`src/rtl/fetch_inst_buffer.sv`:
```
// Circular instruction queue between fetch and decode: enqueues up to IN_WIDTH lanes per cycle
// (compacted, truncated after the first unconditional branch) and presents OUT_WIDTH head lanes.
module fetch_inst_buffer #(
  parameter int unsigned DEPTH     = 16,
  parameter int unsigned IN_WIDTH  = 2,
  parameter int unsigned OUT_WIDTH = 2
) (
  input  logic                           clock,
  input  logic                           reset,
  input  logic                           flush,
  input  logic [IN_WIDTH-1:0]            if_valid,
  input  logic [IN_WIDTH*32-1:0]         if_inst,
  input  logic [IN_WIDTH*32-1:0]         if_pc,
  input  logic [IN_WIDTH-1:0]            if_cond_br,
  input  logic [IN_WIDTH-1:0]            if_uncond_br,
  input  logic [IN_WIDTH-1:0]            if_jump,
  input  logic [IN_WIDTH-1:0]            if_jump_back,
  output logic                           if_ready,
  input  logic [$clog2(OUT_WIDTH+1)-1:0] id_take,
  output logic [OUT_WIDTH-1:0]           id_valid,
  output logic [OUT_WIDTH*32-1:0]        id_inst,
  output logic [OUT_WIDTH*32-1:0]        id_pc,
  output logic [OUT_WIDTH*32-1:0]        id_npc,
  output logic [OUT_WIDTH-1:0]           id_cond_br,
  output logic [OUT_WIDTH-1:0]           id_uncond_br,
  output logic [OUT_WIDTH-1:0]           id_jump,
  output logic [OUT_WIDTH-1:0]           id_jump_back,
  output logic [$clog2(DEPTH+1)-1:0]     count
);

  localparam int unsigned PTR_W  = $clog2(DEPTH);
  localparam int unsigned CNT_W  = $clog2(DEPTH + 1);
  localparam int unsigned TAKE_W = $clog2(OUT_WIDTH + 1);
  localparam int unsigned WR_W   = $clog2(IN_WIDTH + 1);

  typedef struct packed {
    logic [31:0] inst;
    logic [31:0] pc;
    logic        cond_br;
    logic        uncond_br;
    logic        jump;
    logic        jump_back;
  } entry_t;

  entry_t             mem_q [DEPTH];
  logic [PTR_W-1:0]   head_q, head_d;
  logic [PTR_W-1:0]   tail_q, tail_d;
  logic [CNT_W-1:0]   count_q, count_d;

  entry_t             in_ent [IN_WIDTH];
  entry_t             rd_ent [OUT_WIDTH];
  logic [IN_WIDTH-1:0] wr_en;
  logic [PTR_W-1:0]   wr_off [IN_WIDTH];
  logic [WR_W-1:0]    wr_cnt;
  logic               trunc;
  logic               enq_ok;
  logic [TAKE_W-1:0]  take_eff;

  // Registered occupancy only; a same-cycle dequeue does not free space for fetch.
  assign if_ready = (count_q <= CNT_W'(DEPTH - IN_WIDTH));
  assign count    = count_q;
  assign enq_ok   = if_ready && !flush;
  assign take_eff = flush ? '0 : id_take;

  always_comb begin
    for (int i = 0; i < IN_WIDTH; i++) begin
      in_ent[i].inst      = if_inst[i*32 +: 32];
      in_ent[i].pc        = if_pc[i*32 +: 32];
      in_ent[i].cond_br   = if_cond_br[i];
      in_ent[i].uncond_br = if_uncond_br[i];
      in_ent[i].jump      = if_jump[i];
      in_ent[i].jump_back = if_jump_back[i];
    end
  end

  // Compact valid lanes onto consecutive tail slots; stop after the first uncond branch.
  always_comb begin
    wr_en  = '0;
    wr_cnt = '0;
    trunc  = 1'b0;
    for (int i = 0; i < IN_WIDTH; i++) begin
      wr_off[i] = PTR_W'(wr_cnt);
      if (enq_ok && if_valid[i] && !trunc) begin
        wr_en[i] = 1'b1;
        wr_cnt   = wr_cnt + WR_W'(1);
        trunc    = if_uncond_br[i];
      end
    end
  end

  always_comb begin
    head_d  = head_q + PTR_W'(take_eff);
    tail_d  = tail_q + PTR_W'(wr_cnt);
    count_d = count_q + CNT_W'(wr_cnt) - CNT_W'(take_eff);
    if (flush) begin
      head_d  = '0;
      tail_d  = '0;
      count_d = '0;
    end
  end

  always_ff @(posedge clock) begin
    if (reset) begin
      head_q  <= '0;
      tail_q  <= '0;
      count_q <= '0;
    end else begin
      head_q  <= head_d;
      tail_q  <= tail_d;
      count_q <= count_d;
    end
  end

  // Payload storage needs no reset: occupancy gates everything visible.
  always_ff @(posedge clock) begin
    for (int i = 0; i < IN_WIDTH; i++) begin
      if (wr_en[i] && !reset) begin
        mem_q[tail_q + wr_off[i]] <= in_ent[i];
      end
    end
  end

  always_comb begin
    for (int j = 0; j < OUT_WIDTH; j++) begin
      rd_ent[j] = mem_q[head_q + PTR_W'(j)];
    end
  end

  always_comb begin
    id_valid     = '0;
    id_inst      = '0;
    id_pc        = '0;
    id_npc       = '0;
    id_cond_br   = '0;
    id_uncond_br = '0;
    id_jump      = '0;
    id_jump_back = '0;
    for (int j = 0; j < OUT_WIDTH; j++) begin
      if (count_q > CNT_W'(j)) begin
        id_valid[j]        = 1'b1;
        id_inst[j*32 +: 32] = rd_ent[j].inst;
        id_pc[j*32 +: 32]   = rd_ent[j].pc;
        id_npc[j*32 +: 32]  = rd_ent[j].pc + 32'd4;
        id_cond_br[j]      = rd_ent[j].cond_br;
        id_uncond_br[j]    = rd_ent[j].uncond_br;
        id_jump[j]         = rd_ent[j].jump;
        id_jump_back[j]    = rd_ent[j].jump_back;
      end
    end
  end

  // Decode may never take more lanes than are presented valid.
  always_ff @(posedge clock) begin
    if (!reset && !flush) begin
      assert (id_take <= TAKE_W'(OUT_WIDTH) && CNT_W'(id_take) <= count_q);
    end
  end

endmodule

```
`config.mk`:
```
export PLATFORM = sky130hd
export DESIGN_NAME = fetch_inst_buffer
export DESIGN_NICKNAME = d
export VERILOG_FILES = /design/src/rtl/fetch_inst_buffer.sv
export SDC_FILE = /design/constraint.sdc
export NUM_CORES = 2
export LEC_CHECK = 0
export ABC_AREA = 1
export BUFFER_PORTS_ARGS = -buffer_cell sky130_fd_sc_hd__buf_4
export CAP_MARGIN = 20
export CORE_MARGIN = 4
export CORE_UTILIZATION = 28
export DETAILED_ROUTE_END_ITERATION = 16
export PLACE_DENSITY = 0.53
export REMOVE_ABC_BUFFERS = 1
export SETUP_SLACK_MARGIN = 0.3
export SLEW_MARGIN = 20
export SYNTH_ARGS = -nofsm -noshare
export SYNTH_HDL_FRONTEND = slang
export SYNTH_SLANG_ARGS = --single-unit
```
`constraint.sdc`:
```
create_clock -name clock -period 17.13 [get_ports clock]
set_clock_uncertainty 0.1 [all_clocks]
set_input_delay 3.426 -clock clock [delete_from_list [all_inputs] [get_ports clock]]
set_output_delay 3.426 -clock clock [all_outputs]
set_load 0.02 [all_outputs]
```
Word level (Yosys, flattened, before mapping)
Memories as Yosys holds them, arrays and structs flattened. A register that Yosys moved wholly into a read port is not among the register bits.
Index checks and enable logic that the tools add are counted.
Widths: inputs -> output; s select.
{ "classes": {"add_sub_neg": 9, "order_cmp": 3, "n_mux": 27, "n_reduce_logical": 10} }
{ "ops": {"columns": ["op", "count"], "rows": [
  ["$mux 32", 6],
  ["$add 32x3->32 const B", 2],
  ["$mux 1", 18],
  ["$add 4x2->4", 3],
  ["$gt 5x1->1 const B", 2],
  ["$logic_and 1x1->1", 6],
  ["$add 5x2->5", 1],
  ["$le 5x4->1 const B", 1],
  ["$sub 5x2->5", 1],
  ["$add 4x1->4 const B", 1],
  ["$mux 2", 2],
  ["$mux 4", 1],
  ["$logic_not 1->1", 3],
  ["$add 2x1->2 const B", 1],
  ["$reduce_or 2->1", 1]
]} }
{ "word_totals": {"register_bits": 13, "mem_bits_rw": 1088, "out_inout_bits": 208, "word_cells": 53, "mem_count": 1} }
{ "mem_list": {"columns": ["memory", "depth", "width", "rd", "rd_ports_with_merged_regs", "write_ports", "line", "text"], "rows": [
  ["mem_q", 16, 68, 2, 1, 2, "45", "entry_t mem_q [DEPTH];"]
]} }

Longest topological paths before layout
{ "depth": {"word_depth": 10, "depth_mapped": 20, "depth_no_buf": 18} }

Worst setup path after synthesis
Ideal clock, no wire load.
{ "synth_path": {"kind": "input to register", "start": "input port flush", "end": "memory mem_q[12][0] in the netlist's numbering (enable)", "t_arrival_ns": 8.906, "setup_slack_ns": 7.530, "path_stages": 4, "path_cell_list": "inv_1 and3_4 nand2_1 o31ai_1"} }
{ "synth_lines": {"columns": ["element", "line", "text"], "rows": [
  ["start, declared", "10", "input logic flush,"],
  ["end, declared", "45", null]
]} }

Worst setup path after layout
{ "layout_path": {"start": "register head_q[0]", "end": "output port id_npc[63]"} }
{ "layout_between": {"elab_chain_len": 4} }
{ "layout_lines": {"columns": ["element", "line", "text"], "rows": [
  ["start, declared", "46", "logic [PTR_W-1:0] head_q, head_d;"],
  ["start signal, assigned", "104", "head_q <= '0;"],
  ["start signal, assigned", "108", "head_q <= head_d;"],
  ["$add 4x1->4", "125", "rd_ent[j] = mem_q[head_q + PTR_W'(j)];"],
  ["$mem_v2 16x68", null, null],
  ["$add 32x3->32", "143", "id_npc[j*32 +: 32] = rd_ent[j].pc + 32'd4;"],
  ["$mux 32", "139", "if (count_q > CNT_W'(j)) begin"],
  ["end, declared", "23", "output logic [OUT_WIDTH*32-1:0] id_npc,"]
]} }
Every way passes these cells.

==> key figures <==
Status
  – Status: finished clean

Placement
  – PortBufs: 350
  – Worst slack, placed: 7570 ps
  – Gpl congestion: 0.853
  – HPWL after DPL: 165 mm

CTS
  – Root buffer cell: clkbuf_16
  – Post-CTS resize count: 0
  – CTS H-tree lvls: 4
  – Clk sinks: 1101
  – CTS Buf Count: 139
  – CTS tree: yes
  – Worst-path clk slew: 60 ps
  – # Post-CTS Setup Buffers: 0
  – CTS max path bufs: 3
  – Clock Latency Late Sink: 780 ps
  – Hold Buf Count CTS: 0

Power and ir drop
  – Sequential Power Share: 40.9%
  – Pwr Density: 94.0 nW/um^2
  – Cell internal pwr: 5050 uW
  – Peak supply drop: 105 uV
  – Lkg Pwr: 0.0316 uW
  – Combinational share of power: 20.0%
  – Clock share of power: 39.1%
  – Switching Fraction: 31.2%
  – Psw: 2290 uW

Critical path
  – CP dominant cell by count: nand2_1
  – CP peak stage delay: 1010 ps
  – Worst setup path class: flop to output port
  – Slowest-stage cell, CP: buf_4
  – CP top delay family: buffers and inverters
  – Worst-path cell chain: ha_4, buf_4, buf_4, buf_4, o211ai_1, nand3_1, nand3_1, nand2_1, nand2_1, nor2_1, nand2_1, nor2_1, nand2_1, nand2_1, nand2_1, inv_1, buf_4
  – Crit path launch type: flop
  – FF-to-FF path depth: 15
  – Worst-path fanout max: 71
  – Worst Setup SP: head_q[0]$_SDFF_PP0_
  – FF-to-FF setup slack: 11500 ps
  – RR Endpoint: mem_q[10][29]$_DFFE_PP_
  – WP depth: 17
  – WP data required: 13600 ps
  – Worst path bufs/invs: 5
  – Worst Path Arrival: 7050 ps
  – Crit Reg-Reg Startpoint: count[4]$_SDFF_PP0_
  – Critical Path End Type: output port

Worst hold path
  – Hold Path Origin: tail_q[3]$_SDFF_PP0_
  – Hold EP: tail_q[3]$_SDFF_PP0_
  – Hold Path Class: flop to flop
  – Hold Path Cell Cnt: 2

STA
  – Worst-Margin Slew: 1190 ps
  – Setup slack after layout: 6550 ps
  – Final period utilization: 61.8%
  – Final Slew Violations: 0
  – RSZ-0062 raised after global routing: false
  – Min Tclk post-route: 10580 ps
  – Top achievable clock speed: 94.5 MHz
  – Final setup viols: 0
  – Final Hold Violating Endpoints: 0
  – Rel. slew slack: 20.7%

Route
  – DR DRC count: 0
  – DR WL/cell: 24.2 um
  – Top sig layer: met5
  – WL met2: 131 mm
  – Vias per Instance: 5.39
  – Remaining antenna violation count after routing: 0
  – Metal-1 WL: 127 mm
  – DR pass1 iterations: 7
  – Met3 routed WL: 29.2 mm
  – Total wire length: 296 mm
  – DRT iter0 DRCs: 8858
  – Routed via count: 66000

Floorplanning
  – Die X: 507 um
  – Io pins: 351
  – Core Footprint: 248000 um^2
  – Die Footprint: 257000 um^2
  – Site Rows: 183
  – Chip height: 507 um
  – Initial Util: 28.1%

Global route
  – Pin count of the biggest net entering global routing: 259
  – GRT Resource Usage Total: 22.1%
  – Initial antenna violation count: 26
  – Overflow after GRT: 0
  – Vias in the first global route: 60400
  – Global-route wire length before repair: 422 mm

Final layout
  – Most frequent cells in the layout: 2329 x nand2_1, 1661 x o21ai_0, 1088 x edfxtp_1
  – Final Util: 31.4%
  – Layout cell share with drive strength beyond 1: 8.44%
  – Layout area overhead: 11.8%
  – Layout Nets: 8974
  – Commonest non-fill, non-tap cell in the layout: nand2_1

Synth
  – Synth Area per Inst: 7.65 um^2
  – Cells after Synth: 9131
  – Synth warnings: 0
  – Register bit total from synthesis: 1101
  – Distinct cells, synth: 46
  – Sequential share of the synthesized area: 47.2%
  – Synth Cell Area: 69800 um^2

Run
  – Max-Cap Viols: 0
final cells by class:
cell class	instances	area, um^2
flip-flops and latches	1101	32900
clock buffers	178	3730
diodes	7	17.5
inverters	838	3200
fillers	26000	170000
well taps	3330	4170
repair buffers	458	3590
clock inverters	70	581
multi-input cells	6269	29900
registers in the layout, summed over array words and instances, names as in the netlist:
signal and count:
mem_q 1088, tail_q 4, head_q 4, count 5
power groups by stage:
stage               Combinational, uW  Sequential [uW]  Clock [uW]
finish                           1470             3000        2870
floorplan                         796             3080           0
global route                     1580             3000        3010
global placement                 1450             3060           0
detailed placement               1460             3060           0
CTS                              1470             3000        2900
through the flow:
step | hold WS [ps] | area, um^2 | power, uW | setup TNS (ps) | std cells
after floorplan | 423 | 65600 | 3880 | -6879310 | 8208
after global placement | 464 | 73700 | 4510 | 0 | 12000
final | 509 | 78100 | 7340 | 0 | 12300
after global routing | 526 | 78100 | 7600 | 0 | 12200
after CTS | 485 | 78000 | 7370 | 0 | 12200
after detailed placement | 475 | 73700 | 4520 | 0 | 12000
worst reg2reg max path, cell delays in order, from the launching register on:
cell and delay (ps):
dfxtp_1 390, inv_1 100, ha_1 190, nand2_1 60, nor2_1 50, a21oi_2 180, and3_4 270, ha_1 180
ha_1 160, xnor2_1 160, inv_1 90, nor2_1 610, nand2_4 730, o21ai_4 610, buf_4 610, buf_4 730
worst max path at each step:
stage,endpoint,slack (ps)
after global routing,id_npc[63],6320
after floorplan,id_npc[26],-35090
after global placement,id_npc[63],7540
final,id_npc[63],6550
after detailed placement,id_npc[63],7570
after CTS,id_npc[63],6690
layer usage:
metal	GRT usage (%)	vias up
met1	30.7	31200
met2	34.3	3741
met3	4.37	598
met5	0	-
met4	7.29	16
li1	-	30400
synth_stat cells (all sizes together):
library cell,n,area (um^2)
nand3,947,4800
and2,2,12.5
a21oi,571,2870
nor3b,2,15.0
a32oi,1,8.76
and3,1,11.3
clkbuf,403,1510
o211ai,261,1960
o21ai,1745,8730
or2,4,25.0
ha,20,250
nand4,8,71.3
o221ai,2,17.5
buf,520,2690
a31oi,39,244
fa,4,80.1
o21a,2,15.0
edfxtp,1088,32700
nand2,2366,8940
dfxtp,13,260
inv,838,3150
xor2,3,26.3
nor2,231,962
o31ai,3,22.5
a221oi,1,8.76
xnor2,4,53.8
nor3,15,90.1
a311oi,37,324
cell families (layout without fill, tap and decap cells):
| family | Yosys count | count (layout) | synth area share, % |
|---|---|---|---|
| and+or+nand+nor | 3576 | 3576 | 21.4 |
| buffers and inverters | 1761 | 1544 | 10.5 |
| adders and majority gates | 24 | 24 | 0.473 |
| xor gates and xnor gates | 7 | 7 | 0.115 |
| AOI/OAI and AO/OA | 2662 | 2662 | 20.3 |
| other | 0 | 7 | 0 |
| DFF | 1101 | 1101 | 47.2 |
(Power assumes the default switching activity.)
